## src/rtl/led_seq_pkg.sv

```systemverilog
// Shared definitions for the LED PIO sequencer.
// Holds the FSM state type, the CSR and PIO word addresses, the CTRL/STATUS/ENTRY bit
// positions and a helper that maps an entry's write mode to a PIO register address.
// Optional feature macro: LED_SEQ_SETCLR_EN (set/clear write modes, see led_pio_sequencer).
package led_seq_pkg;

    typedef enum logic [2:0] {
        StIdle  = 3'd0,
        StLoad  = 3'd1,
        StWrite = 3'd2,
        StHold  = 3'd3,
        StNext  = 3'd4
    } seq_state_e;

    // CSR word addresses
    localparam logic [3:0] CSR_CTRL       = 4'd0;
    localparam logic [3:0] CSR_STATUS     = 4'd1;
    localparam logic [3:0] CSR_LEN        = 4'd2;
    localparam logic [3:0] CSR_ENTRY_BASE = 4'd8;

    // PIO word addresses
    localparam logic [2:0] PIO_DATA = 3'd0;
    localparam logic [2:0] PIO_SET  = 3'd4;
    localparam logic [2:0] PIO_CLR  = 3'd5;

    // CTRL bits
    localparam int unsigned CTRL_RUN    = 0;
    localparam int unsigned CTRL_LOOP   = 1;
    localparam int unsigned CTRL_IRQ_EN = 2;

    // STATUS bits
    localparam int unsigned STAT_BUSY    = 0;
    localparam int unsigned STAT_IDX_LSB = 4;
    localparam int unsigned STAT_DONE    = 8;

    // ENTRY fields
    localparam int unsigned ENTRY_MODE_LSB = 8;
    localparam int unsigned ENTRY_DUR_LSB  = 16;

    // Mode 2'b11 is reserved and behaves as a direct write.
    function automatic logic [2:0] mode_to_addr(input logic [1:0] mode);
        logic [2:0] addr;
        case (mode)
            2'b01:   addr = PIO_SET;
            2'b10:   addr = PIO_CLR;
            default: addr = PIO_DATA;
        endcase
        return addr;
    endfunction

endpackage

```

## src/rtl/led_seq_tick.sv

```systemverilog
// Hold-time timer for the LED sequencer.
// A prescaler divides clk by TICK_DIV into ticks; a tick counter counts up to the duration.
// Ports:
//   clk, reset_n : clock, asynchronous active-low reset
//   clear        : holds both counters at zero (asserted whenever the FSM is not in HOLD)
//   duration     : hold time in ticks
//   expire       : high in the last cycle of the hold; duration 0 expires on the first cycle
module led_seq_tick #(
    parameter int unsigned TICK_DIV = 50000,
    parameter int unsigned DUR_W    = 16
) (
    input  logic             clk,
    input  logic             reset_n,
    input  logic             clear,
    input  logic [DUR_W-1:0] duration,
    output logic             expire
);

    localparam int unsigned PW = (TICK_DIV > 1) ? $clog2(TICK_DIV) : 1;
    localparam logic [PW-1:0] PMAX = PW'(TICK_DIV - 1);

    logic [PW-1:0]    presc_q, presc_d;
    logic [DUR_W-1:0] tick_q, tick_d;
    logic             tick_end;

    assign tick_end = (presc_q == PMAX);

    always_comb begin
        presc_d = presc_q;
        tick_d  = tick_q;
        if (clear) begin
            presc_d = '0;
            tick_d  = '0;
        end else if (tick_end) begin
            presc_d = '0;
            tick_d  = tick_q + 1'b1;
        end else begin
            presc_d = presc_q + 1'b1;
        end
    end

    // Hold lasts duration*TICK_DIV cycles: expire on the last prescaler count of the last tick.
    assign expire = ~clear & ((duration == '0) | (tick_end & (tick_q == duration - 1'b1)));

    always_ff @(posedge clk or negedge reset_n) begin
        if (!reset_n) begin
            presc_q <= '0;
            tick_q  <= '0;
        end else begin
            presc_q <= presc_d;
            tick_q  <= tick_d;
        end
    end

endmodule

```

## src/rtl/led_pio_sequencer.sv

```systemverilog
// LED PIO pattern sequencer.
// Software fills a table of (pattern, duration) entries via the CSR slave and sets RUN; the
// block then writes each pattern to the LED PIO through an Avalon-MM master, holds it for its
// duration, optionally loops, and flags DONE (with optional level IRQ) at the end.
// Ports:
//   clk, reset_n          : clock, asynchronous active-low reset
//   csr_*                 : Avalon-MM CSR slave, zero-wait-state reads
//   m_*                   : Avalon-MM master towards the PIO (honours m_waitrequest)
//   irq                   : DONE & IRQ_EN
// Optional feature macro: LED_SEQ_SETCLR_EN -- ENTRY[9:8] selects direct/set/clear PIO address.
module led_pio_sequencer
    import led_seq_pkg::*;
#(
    parameter int unsigned LED_W    = 7,
    parameter int unsigned DEPTH    = 8,
    parameter int unsigned TICK_DIV = 50000,
    parameter int unsigned DUR_W    = 16
) (
    input  logic        clk,
    input  logic        reset_n,
    input  logic [3:0]  csr_address,
    input  logic        csr_chipselect,
    input  logic        csr_write_n,
    input  logic [31:0] csr_writedata,
    output logic [31:0] csr_readdata,
    output logic [2:0]  m_address,
    output logic        m_chipselect,
    output logic        m_write_n,
    output logic [31:0] m_writedata,
    input  logic        m_waitrequest,
    output logic        irq
);

    localparam int unsigned IDX_W   = (DEPTH > 1) ? $clog2(DEPTH) : 1;
    localparam logic [3:0]  DEPTH_L = 4'(DEPTH);

    seq_state_e       state_q, state_d;
    logic [2:0]       idx_q, idx_d;
    logic             run_q, run_d, loop_q, loop_d, irq_en_q, irq_en_d, done_q, done_d;
    logic [3:0]       len_q, len_d;
    logic [LED_W-1:0] pat_q [DEPTH];
    logic [LED_W-1:0] pat_d [DEPTH];
    logic [DUR_W-1:0] dur_q [DEPTH];
    logic [DUR_W-1:0] dur_d [DEPTH];
    logic [LED_W-1:0] out_pat_q, out_pat_d;
    logic [DUR_W-1:0] out_dur_q, out_dur_d;
`ifdef LED_SEQ_SETCLR_EN
    logic [1:0]       mode_q [DEPTH];
    logic [1:0]       mode_d [DEPTH];
    logic [2:0]       out_addr_q, out_addr_d;
`endif

    logic             csr_wr, wr_ctrl, wr_status, wr_len, entry_hit, wr_entry;
    logic [IDX_W-1:0] ent_idx, cur_idx;
    logic [3:0]       len_eff;
    logic             last_entry, run_eff, done_set, expire;
    logic             unused_wdata;

    assign csr_wr    = csr_chipselect & ~csr_write_n;
    assign wr_ctrl   = csr_wr & (csr_address == CSR_CTRL);
    assign wr_status = csr_wr & (csr_address == CSR_STATUS);
    assign wr_len    = csr_wr & (csr_address == CSR_LEN);
    assign entry_hit = csr_address[3] & ({1'b0, csr_address[2:0]} < DEPTH_L);
    assign wr_entry  = csr_wr & entry_hit;
    assign ent_idx   = csr_address[IDX_W-1:0];
    assign cur_idx   = idx_q[IDX_W-1:0];
    assign unused_wdata = ^csr_writedata;

    assign len_eff    = (len_q > DEPTH_L) ? DEPTH_L : len_q;
    // ">=" rather than "==" so a LEN shrunk below the current index still ends the pass.
    assign last_entry = (({1'b0, idx_q} + 4'd1) >= len_eff);
    // A RUN clear written this cycle takes effect immediately in LOAD/HOLD/NEXT.
    assign run_eff    = run_q & ~(wr_ctrl & ~csr_writedata[CTRL_RUN]);

    // Pattern table and LEN
    always_comb begin
        pat_d = pat_q;
        dur_d = dur_q;
        len_d = wr_len ? csr_writedata[3:0] : len_q;
`ifdef LED_SEQ_SETCLR_EN
        mode_d = mode_q;
`endif
        if (wr_entry) begin
            pat_d[ent_idx] = csr_writedata[LED_W-1:0];
            dur_d[ent_idx] = csr_writedata[ENTRY_DUR_LSB +: DUR_W];
`ifdef LED_SEQ_SETCLR_EN
            mode_d[ent_idx] = csr_writedata[ENTRY_MODE_LSB +: 2];
`endif
        end
    end

    // Control register and sequencing FSM
    always_comb begin
        state_d   = state_q;
        idx_d     = idx_q;
        run_d     = run_q;
        loop_d    = loop_q;
        irq_en_d  = irq_en_q;
        out_pat_d = out_pat_q;
        out_dur_d = out_dur_q;
`ifdef LED_SEQ_SETCLR_EN
        out_addr_d = out_addr_q;
`endif
        done_set  = 1'b0;

        if (wr_ctrl) begin
            loop_d   = csr_writedata[CTRL_LOOP];
            irq_en_d = csr_writedata[CTRL_IRQ_EN];
            if (state_q == StIdle) begin
                run_d = 1'b0;
                if (csr_writedata[CTRL_RUN]) begin
                    if (len_eff != 4'd0) begin
                        run_d   = 1'b1;
                        idx_d   = '0;
                        state_d = StLoad;
                    end else begin
                        done_set = 1'b1;
                    end
                end
            end else begin
                // While busy, RUN can only be cleared; writing 1 never restarts.
                run_d = run_q & csr_writedata[CTRL_RUN];
            end
        end

        case (state_q)
            StIdle: ;
            StLoad: begin
                if (!run_eff) begin
                    state_d = StIdle;
                end else begin
                    out_pat_d = pat_q[cur_idx];
                    out_dur_d = dur_q[cur_idx];
`ifdef LED_SEQ_SETCLR_EN
                    out_addr_d = mode_to_addr(mode_q[cur_idx]);
`endif
                    state_d = StWrite;
                end
            end
            StWrite: begin
                // Never abandon an asserted write: only leave once accepted.
                if (!m_waitrequest) state_d = run_eff ? StHold : StIdle;
            end
            StHold: begin
                if (!run_eff)    state_d = StIdle;
                else if (expire) state_d = StNext;
            end
            StNext: begin
                if (!run_eff) begin
                    state_d = StIdle;
                end else if (last_entry) begin
                    if (loop_q) begin
                        idx_d   = '0;
                        state_d = StLoad;
                    end else begin
                        done_set = 1'b1;
                        run_d    = 1'b0;
                        state_d  = StIdle;
                    end
                end else begin
                    idx_d   = idx_q + 3'd1;
                    state_d = StLoad;
                end
            end
            default: state_d = StIdle;
        endcase
    end

    // Hardware set wins over a simultaneous write-1-clear.
    always_comb begin
        done_d = done_q;
        if (wr_status && csr_writedata[STAT_DONE]) done_d = 1'b0;
        if (done_set)                              done_d = 1'b1;
    end

    always_ff @(posedge clk or negedge reset_n) begin
        if (!reset_n) begin
            state_q   <= StIdle;
            idx_q     <= '0;
            run_q     <= 1'b0;
            loop_q    <= 1'b0;
            irq_en_q  <= 1'b0;
            done_q    <= 1'b0;
            len_q     <= '0;
            out_pat_q <= '0;
            out_dur_q <= '0;
            for (int i = 0; i < int'(DEPTH); i++) begin
                pat_q[i] <= '0;
                dur_q[i] <= '0;
`ifdef LED_SEQ_SETCLR_EN
                mode_q[i] <= '0;
`endif
            end
`ifdef LED_SEQ_SETCLR_EN
            out_addr_q <= PIO_DATA;
`endif
        end else begin
            state_q   <= state_d;
            idx_q     <= idx_d;
            run_q     <= run_d;
            loop_q    <= loop_d;
            irq_en_q  <= irq_en_d;
            done_q    <= done_d;
            len_q     <= len_d;
            out_pat_q <= out_pat_d;
            out_dur_q <= out_dur_d;
            pat_q     <= pat_d;
            dur_q     <= dur_d;
`ifdef LED_SEQ_SETCLR_EN
            mode_q     <= mode_d;
            out_addr_q <= out_addr_d;
`endif
        end
    end

    led_seq_tick #(
        .TICK_DIV (TICK_DIV),
        .DUR_W    (DUR_W)
    ) u_tick (
        .clk      (clk),
        .reset_n  (reset_n),
        .clear    (state_q != StHold),
        .duration (out_dur_q),
        .expire   (expire)
    );

    // CSR readback
    always_comb begin
        csr_readdata = '0;
        case (csr_address)
            CSR_CTRL: begin
                csr_readdata[CTRL_RUN]    = run_q;
                csr_readdata[CTRL_LOOP]   = loop_q;
                csr_readdata[CTRL_IRQ_EN] = irq_en_q;
            end
            CSR_STATUS: begin
                csr_readdata[STAT_BUSY]          = (state_q != StIdle);
                csr_readdata[STAT_IDX_LSB +: 3]  = idx_q;
                csr_readdata[STAT_DONE]          = done_q;
            end
            CSR_LEN: csr_readdata[3:0] = len_q;
            default: begin
                if (entry_hit) begin
                    csr_readdata[LED_W-1:0]              = pat_q[ent_idx];
                    csr_readdata[ENTRY_DUR_LSB +: DUR_W] = dur_q[ent_idx];
`ifdef LED_SEQ_SETCLR_EN
                    csr_readdata[ENTRY_MODE_LSB +: 2]    = mode_q[ent_idx];
`endif
                end
            end
        endcase
    end

    assign m_chipselect = (state_q == StWrite);
    assign m_write_n    = (state_q != StWrite);
    assign m_writedata  = {{(32 - LED_W){1'b0}}, out_pat_q};
`ifdef LED_SEQ_SETCLR_EN
    assign m_address    = out_addr_q;
`else
    assign m_address    = PIO_DATA;
`endif
    assign irq          = done_q & irq_en_q;

endmodule

```

## config.mk

```make
export PLATFORM = sky130hd
export DESIGN_NAME = led_pio_sequencer
export DESIGN_NICKNAME = d
export VERILOG_FILES = /design/src/rtl/led_seq_pkg.sv /design/src/rtl/led_seq_tick.sv /design/src/rtl/led_pio_sequencer.sv
export SDC_FILE = /design/constraint.sdc
export NUM_CORES = 1
export LEC_CHECK = 0
export BUFFER_PORTS_ARGS = -buffer_cell sky130_fd_sc_hd__buf_2
export CAP_MARGIN = 10
export CORE_MARGIN = 4
export CORE_UTILIZATION = 25
export CTS_BUF_LIST = sky130_fd_sc_hd__clkbuf_8
export DETAILED_ROUTE_END_ITERATION = 12
export PLACE_DENSITY = 0.45
export SLEW_MARGIN = 10
export SYNTH_ARGS = -nofsm -noshare
export SYNTH_HDL_FRONTEND = slang
export SYNTH_SLANG_ARGS = --single-unit
```

## constraint.sdc

```tcl
create_clock -name clk -period 2.6 [get_ports clk]
set_input_delay 0.65 -clock clk [delete_from_list [all_inputs] [get_ports clk]]
set_output_delay 0.65 -clock clk [all_outputs]
set_load 0.03 [all_outputs]
```

==> results of run 1 <==
-- cells by family (layout without fill, tap and decap cells) --
| group | after synthesis | count (layout) | share of synthesized area |
|---|---|---|---|
| AOI/OAI and AO/OA | 182 | 182 | 0.0987 |
| muxes | 264 | 264 | 0.258 |
| xor gates and xnor gates | 48 | 48 | 0.0319 |
| other | 1 | 38 | 0.000279 |
| buffers and inverters | 133 | 324 | 0.0498 |
| and+or+nand+nor | 211 | 212 | 0.0828 |
| DFF | 253 | 253 | 0.471 |
| adders and majority gates | 8 | 8 | 0.00745 |
-- power breakdown --
part	switching (W)	total (W)	internal, W
registers	0.000528	0.00507	0.00454
clock network	0.00179	0.00431	0.00252
logic	0.00131	0.00278	0.00147
total	0.00363	0.0122	0.00853
-- cells in the mapped netlist (all sizes together) (25+ instances only) --
cell type,instances,area (um2)
dfrtp,253,6330
mux2,193,2170
nor2,62,233
a22oi,61,458
buf,57,383
clkbuf,51,191
nand2,50,188
mux4,46,1040
o21ai,35,175
xnor2,32,288
inv,25,93.8
mux2i,25,250
-- what timing repair did --
action                     4_1_cts  5_1_grt
setup endpoints to repair       23       25
gates resized for setup        130       35
hold endpoints to repair        14        0
cloned                           4        3
pin swaps                       30       28
hold buffers                     1        0
setup buffers                   23        8
-- layout make-up --
class | instances | area, um2 | area share
Multi-Input combinational cell | 750 | 7260 | 0.406
Clock buffer | 58 | 798 | 0.0447
Antenna cell | 2 | 5.00 | 0.000280
Tap cell | 688 | 861 | 0.0482
Timing Repair Buffer | 214 | 2250 | 0.126
Inverter | 25 | 93.8 | 0.00525
Sequential cell | 253 | 6340 | 0.355
Clock inverter | 27 | 256 | 0.0144
-- worst max-delay path, stage by stage --
cell and delay (ns):
buf_12 0.11, bufbuf_16 0.26, mux2_4 0.29, a221oi_2 0.23, a31oi_1 0.08, a221oi_2 0.22
o21ai_2 0.12, buf_6 0.16
-- routing by layer --
metal,global-route usage,routed length (um)
met1,0.190,19000
met2,0.250,21400
met3,0.0246,1580
met4,0.0480,939
met5,0,0
-- state kept, by name, summed over array words and instances, names as in the netlist --
name	flops
len_q	4
out_dur_q	16
run_q	1
state_q	3
cur_idx	3
irq_en_q	1
pat_q	56
out_pat_q	7
dur_q	128
loop_q	1
done_q	1
u_tick.tick_q	16
u_tick.presc_q	16
-- stage by stage --
stage | setup WS (ns) | utilization | total power [W]
after global routing | -0.215 | 0.338 | 0.0128
final | -0.172 | 0.338 | 0.0122
after detailed placement | -0.381 | 0.298 | 0.00765
after floorplan | -0.0264 | - | 0.00669
after CTS | -0.171 | 0.333 | 0.0123
after global placement | -0.336 | 0.298 | 0.00759
-- cell usage in the layout, fill, tap and decap left out, types with 10 or more instances in the layout --
master    netlist  layout
a22o_1         11      10
xor2_1         16      16
nor3_1         14      11
buf_2          12      39
a221oi_2        0      14
nor2_1         62      53
xnor2_1        31      31
buf_12          0      35
conb_1          1      36
nand3_1        14      14
a22oi_1        61      28
buf_4          36      88
inv_1          22      31
buf_6           1      40
nand2_1        50      49
clkbuf_8        0      58
o21ai_1        29      29
mux2i_1        25      25
mux2_1         48      48
a31oi_4         0      10
mux4_2         46      46
a22oi_2         0      33
mux2_2        145     144
dfrtp_1       253     250
-- worst max path at each step --
stage | from | to | cells past startpoint
6_report | csr_address[2] | csr_readdata[0] | 8
5_1_grt | csr_address[2] | csr_readdata[0] | 8
4_1_cts | csr_address[2] | csr_readdata[0] | 8
3_5_place_dp | csr_address[1] | csr_readdata[18] | 8
3_3_place_gp | csr_address[1] | csr_readdata[6] | 8
2_1_floorplan | csr_address[2] | csr_readdata[29] | 6
==> results.txt, run 1 <==
status: complete, but fails checks
failing checks: negative setup slack
FF-to-FF Start: out_dur_q[1]
Avg WL per Cell: 21.3 um
fill count: 5146
initial antenna violation count: 2
critical path arrival: 2.12 ns
slack of the critical path: -0.172 ns
depth of the worst register-to-register path: 8
post-synthesis sequential area ratio: 0.471
Post-synth top flop: dfrtp_1
Synth Warn #: 0
boundary pin count: 111
final max-slew violation count: 0
estimated wirelength of the detail-placed design: 27.7 mm
Routed WL: 42.9 mm
vias per cell: 4.85
crit share post-route: 1.07
Synth cell types: 75
Async S/R FF share, synth: 1.00
Hold Path End: pat_q[48]
syn_area_per_cell: 12.2 um2
Port Buf Inserts: 66
layout cells sized above 1: 0.452
GRT overflow: 0
DIE WIDTH: 240 um
Peak VDD IR: 0.304 mV
antenna violation net count after detailed routing: 0
worst skew pair latency: 0.61 ns
first-pass GRT wire length: 64.7 mm
CTS sink count: 253
Rows: 84
Syn Inst Count: 1100
WP data required: 1.95 ns
Fin Setup TNS: -1.31 ns
largest net degree at the start of global routing: 63
Pwr Density: 681 mW/mm2
Fin. Hold Viols: 0
Hold Crit Class: in -> reg
die height: 240 um
# setup viols final: 21
Layout Nets: 1340
Area growth syn-to-layout: 33.0%
CTS tree: yes
Setup CP Type: in -> out
post-place instance area: 0.0157 mm2
vias in the first global route: 10230
GPL Wtd Cong: 0.789
RSZ-0062 raised after global routing: yes
Slew @ Worst Pin: 0.832 ns
WHS Path Cells: 2
static leakage: 7.55 nW
Crit. End Element: output port
total global routing track utilization: 0.147
CTS clk-pin slew, worst paths: 0.06 ns
final hold slack: 0.371 ns
Starting Density: 0.254
Critical Path Fanout Max: 6
core area: 0.0529 mm2
worst hold start: csr_writedata[6]
minimum clock period: 2.77 ns
H-tree depth: 2
Mapped Area: 0.0134 mm2
Clock Path Buffers: 3
worst reg2reg setup slack: 0.08 ns
placed cells: 1896
Non-Filler Instances: 2017
Clock Skew: 0.0292 ns
initial drt markers: 491
# DRC: 0
post-route cell area: 0.0179 mm2
Clk Tree Root Cell: clkbuf_8
Post-synth EDFFs: 0
Max-slew headroom: 0.446
first drt pass iteration count: 5
Worst setup SP type: input pin
Yosys reg bits: 253
die footprint: 0.0575 mm2
FF-to-FF End: state_q[0]
maxcap violations: 0
Fmax: 361 MHz
CTS buffer count: 47
DR vias: 9787
No activity file was read; power rests on OpenSTA's default activity.
==> run 2: changes to the inputs <==
- SETUP_SLACK_MARGIN: default -> 0.2
==> run 2 against run 1 <==
The run still ends with negative setup slack left. Power decreased by 1.8%. Routed wire length increased by 0.73%. Clock power decreased by 6.5%. Setup slack improved by 0.092 ns. Sequential share of layout area increased by 0.13 points. Sequential power about the same. First-iteration DRC count increased by 23%. Clock-buffer cell count decreased by 1. Cell area decreased by 0.38%. Combinational power increased by 2%. Cell count decreased by 0.30%.
==> results.txt, run 2 (synthesis gave the netlist of run 1 again) <==
status: complete, but fails checks
failing checks: negative setup slack
maxcap violations: 0
WL met2: 20.7 mm
worst skew pair latency: 0.64 ns
total global routing track utilization: 0.151
largest net degree at the start of global routing: 57
Rows: 84
Fin. Hold Viols: 0
largest registers: dur_q: 128 flops, pat_q: 56 flops
vias in the first global route: 10311
final max-slew violation count: 0
Routed WL: 43.2 mm
slack of the critical path: -0.0809 ns
first drt pass iteration count: 5
RSZ-0062 raised after global routing: yes
Crit. End Element: output port
CTS tree: yes
GRT overflow: 0
die footprint: 0.0575 mm2
DIE WIDTH: 240 um
Hold Crit Class: in -> reg
DR vias: 9742
Setup CP Type: reg -> out
dpl ws: -0.297 ns
initial antenna violation count: 3
initial drt markers: 604
Fmax: 373 MHz
boundary pin count: 111
Clock Path Buffers: 3
Met1 Routed Length: 19.1 mm
max layer used: met5
CTS buffer count: 47
core area: 0.0529 mm2
Slew @ Worst Pin: 0.803 ns
Peak VDD IR: 0.327 mV
wire length on met3: 2.00 mm
post-route cell area: 0.0178 mm2
commonest non-fill, non-tap cell in the layout: dfrtp_1
Layout Nets: 1334
H-tree depth: 2
fin util: 0.337
layout cells sized above 1: 0.448
Worst setup SP type: flop
Port Buf Inserts: 66
crit share post-route: 1.03
Clock Skew: 0.0354 ns
Avg WL per Cell: 21.5 um
vias per cell: 4.84
# setup viols final: 17
die height: 240 um
minimum clock period: 2.68 ns
WP data required: 1.95 ns
estimated wirelength of the detail-placed design: 27.4 mm
Area growth syn-to-layout: 32.5%
antenna violation net count after detailed routing: 0
Starting Density: 0.254
critical path arrival: 2.03 ns
Critical Path Fanout Max: 2
CTS clk-pin slew, worst paths: 0.06 ns
first-pass GRT wire length: 66.1 mm
Clk Tree Root Cell: clkbuf_8
CTS sink count: 253
commonest non-fill, non-tap cells in the layout: dfrtp_1 (251), mux2_2 (142), buf_4 (95)
Top reg by flops: dur_q
Pwr Density: 671 mW/mm2
max reg flops: 128
Max-slew headroom: 0.465
# DRC: 0
static leakage: 7.52 nW
GPL Wtd Cong: 0.787
post-place instance area: 0.0159 mm2
-- run 2: cell count changes in the layout (fill, tap and decap cells not counted), sizes merged --
cell | previous run | this run
clkbuf | 60 | 57
inv | 36 | 47
and3 | 8 | 7
clkinvlp | 2 | 1
diode | 2 | 1
buf | 209 | 208
bufinv | 5 | 2
bufbuf | 2 | 0
clkinv | 9 | 4
-- run 2: repair_timing --
| item | CTS | global route |
|---|---|---|
| gates resized for setup | 115 | 13 |
| endpoints found under the setup margin | 30 | 32 |
| hold buffers | 1 | 0 |
| cloned | 7 | 0 |
| pin swaps | 41 | 20 |
| setup buffers | 25 | 1 |
| hold endpoints to repair | 50 | 0 |
-- run 2: cell type report --
class,instances,area [um2]
Inverter,25,96.3
Clock buffer,57,785
Fill cell,5183,35100
Multi-Input combinational cell,749,7370
Clock inverter,29,188
Timing Repair Buffer,209,2160
Sequential cell,253,6340
Antenna cell,1,2.50
Tap cell,688,861
-- run 2: worst paths after layout --
check                                  startpoint                 to  slack [ns]  cells past startpoint
worst min-delay path            csr_writedata[22]          dur_q[22]        0.34                      2
worst max-delay path                    pat_q[35]    csr_readdata[0]       -0.08                      6
worst min register to register  u_tick.presc_q[0]  u_tick.presc_q[0]        0.45                      1
worst max register to register       out_dur_q[9]         state_q[2]        0.16                      7
min in group asynchronous                 reset_n       out_pat_q[5]        0.56                      2
max in group asynchronous                 reset_n   u_tick.tick_q[1]        1.31                      3
-- run 2: metrics by stage --
stage	std cells	TNS (ns)	total power [W]	hold WS, ns
4_1_cts	2009	-0.872	0.0121	0.286
3_5_place_dp	1890	-7.92	0.00773	0.446
6_report	2011	-0.689	0.0119	0.336
2_1_floorplan	1135	0	0.00680	0.354
5_1_grt	2010	-1.60	0.0126	0.309
3_3_place_gp	1890	-7.68	0.00768	0.439
-- run 2: routing by layer --
metal	global-route usage	up-vias
met1	0.198	4974
met5	0	-
met4	0.0538	4
li1	-	4445
met2	0.247	221
met3	0.0337	98
-- run 2: where the power goes --
group / switching (W) / total [W] / internal (W)
combinational: 0.00134 / 0.00283 / 0.00150
clock: 0.00184 / 0.00403 / 0.00219
sequential: 0.000529 / 0.00507 / 0.00454
total: 0.00370 / 0.0119 / 0.00823
-- run 2: critical path, stage by stage (launching register included) --
cell and delay (ns):
dfrtp_1 0.38, mux2_4 0.28, a221oi_2 0.20, a31oi_1 0.07
a221oi_2 0.23, o21ai_2 0.11, buf_6 0.15
==> run 3: changes to the inputs <==
- CORE_UTILIZATION: 25 -> 40
- PLACE_DENSITY: 0.45 -> 0.61
- clock period: 2.6 -> 3.5 ns (I/O delays scaled with it)
==> run 3 against run 2 <==
Critical path type is now in -> out. Clock power down 34%. Routed wire length shrank 16%. Largest power group unchanged. Combinational power down 38%. First-iteration DRC count increased by 3.8%. Critical endpoint is now csr_readdata[16]. Setup slack improved by 0.26 ns. Worst hold slack worse by 0.045 ns. Cell area is 12% lower. Utilization is 14 points higher. The flow now finishes without violations. Sequential share of layout area grew 4.9 points. Power fell by 32%.
==> results.txt, run 3 (synthesis gave the netlist of run 1 again) <==
Layout Nets: 1239
initial antenna violation count: 2
Hold Crit Class: in -> async
post-place instance area: 0.0146 mm2
Fin. Hold Viols: 0
vias in the first global route: 9646
critical path arrival: 2.45 ns
Top reg by flops: dur_q
max reg flops: 128
static leakage: 6.76 nW
CTS tree: yes
Worst path most repeated cell: buf_4
Routed WL: 36.4 mm
commonest non-fill, non-tap cell in the layout: dfrtp_1
first drt pass iteration count: 5
largest net degree at the start of global routing: 78
boundary pin count: 111
Rows: 66
first-pass GRT wire length: 56.5 mm
Worst setup SP type: input pin
vias per cell: 5.69
post-route cell area: 0.0157 mm2
GPL Wtd Cong: 0.812
core area: 0.0329 mm2
crit share post-route: 0.949
CP top delay family: buffers and inverters
initial drt markers: 627
die height: 191 um
Starting Density: 0.409
Critical Path Fanout Max: 11
estimated wirelength of the detail-placed design: 22.7 mm
Clock Path Buffers: 3
depth of the worst register-to-register path: 8
slowest CP cell: a31oi_2
largest registers: dur_q: 128 flops, pat_q: 56 flops
layout cells sized above 1: 0.355
# DRC: 0
Setup CP Type: in -> out
final max-slew violation count: 0
RSZ-0062 raised after global routing: yes
# setup viols final: 0
CTS sink count: 253
placed cells: 1580
status: complete, no violations
Peak VDD IR: 0.368 mV
Clk Tree Root Cell: clkbuf_8
Fin Setup TNS: 0 ns
GRT overflow: 0
minimum clock period: 3.32 ns
total global routing track utilization: 0.198
Slew @ Worst Pin: 0.733 ns
CTS clk-pin slew, worst paths: 0.06 ns
fin util: 0.476
Clock Skew: 0.0255 ns
Non-Filler Instances: 1666
DR vias: 9484
Pwr Density: 519 mW/mm2
Area growth syn-to-layout: 16.6%
FF-to-FF End: state_q[0]
commonest non-fill, non-tap cells in the layout: dfrtp_1 (251), mux2_2 (145), a22oi_1 (59)
Crit. End Element: output port
DIE WIDTH: 191 um
# hold bufs at CTS: 0
Port Buf Inserts: 66
Crit path buffers/inverters: 4
Max-slew headroom: 0.511
worst reg2reg setup slack: 0.68 ns
Avg WL per Cell: 21.8 um
H-tree depth: 2
FF-to-FF Start: out_dur_q[1]
Fmax: 301 MHz
WP data required: 2.62 ns
die footprint: 0.0366 mm2
maxcap violations: 0
CP Cell Sequence: clkbuf_4 > buf_4 > nor3_4 > buf_6 > a22o_1 > a221oi_2 > a31oi_2 > buf_4
worst skew pair latency: 0.58 ns
antenna violation net count after detailed routing: 0
CP max stage delay: 0.30 ns
CTS buffer count: 43
==> run 3: routing by layer <==
metal  routed length, um  GRT usage  share of wire
met2               17500      0.322           0.48
met3                1930     0.0318          0.053
met4                 879     0.0652          0.024
met5                   0          0              0
met1               16100      0.272           0.44
==> run 3: layout make-up <==
cell class,instances,area [um2]
Antenna cell,2,5.00
Timing Repair Buffer,118,992
Fill cell,3014,17200
Multi-Input combinational cell,749,6810
Inverter,25,93.8
Clock inverter,25,144
Tap cell,442,553
Sequential cell,253,6340
Clock buffer,52,716
==> run 3: timing repair <==
item / in CTS / in global routing
gates resized for setup: 5 / 29
setup buffers: 0 / 5
gates cloned: 0 / 2
endpoints found under the setup margin: 10 / 19
pin swaps: 1 / 3
==> run 3: through the flow <==
step	hold WS, ns	worst slack (ns)	power (W)
2_1_floorplan	0.425	0.201	0.00494
3_3_place_gp	0.440	0.164	0.00545
3_5_place_dp	0.451	0.159	0.00549
4_1_cts	0.293	0.173	0.00818
5_1_grt	0.327	0.156	0.00854
6_report	0.291	0.180	0.00813
==> run 3: power breakdown <==
group | leakage [nW] | switching, W | internal (W)
sequential | 3.29 | 0.000362 | 0.00337
clock | 0.506 | 0.00122 | 0.00143
combinational | 2.96 | 0.000859 | 0.000890
==> run 3: worst register-to-register path, stage by stage (launching register included) <==
cell and delay, ns:
dfrtp_1 0.46, inv_1 0.09, ha_1 0.34, or4b_4 0.56
or4_4 0.51, xnor2_2 0.16, o2111ai_2 0.15, nor4_4 0.32
o21ai_1 0.11
==> run 3: worst max path at each step <==
stage	from	endpoint	slack, ns	cells past startpoint
floorplan	csr_address[0]	csr_readdata[28]	0.20	6
global placement	csr_address[1]	csr_readdata[25]	0.16	7
detailed placement	csr_address[1]	csr_readdata[3]	0.16	9
CTS	csr_address[1]	csr_readdata[3]	0.17	8
global route	csr_address[1]	csr_readdata[3]	0.16	9
finish	csr_address[0]	csr_readdata[16]	0.18	8
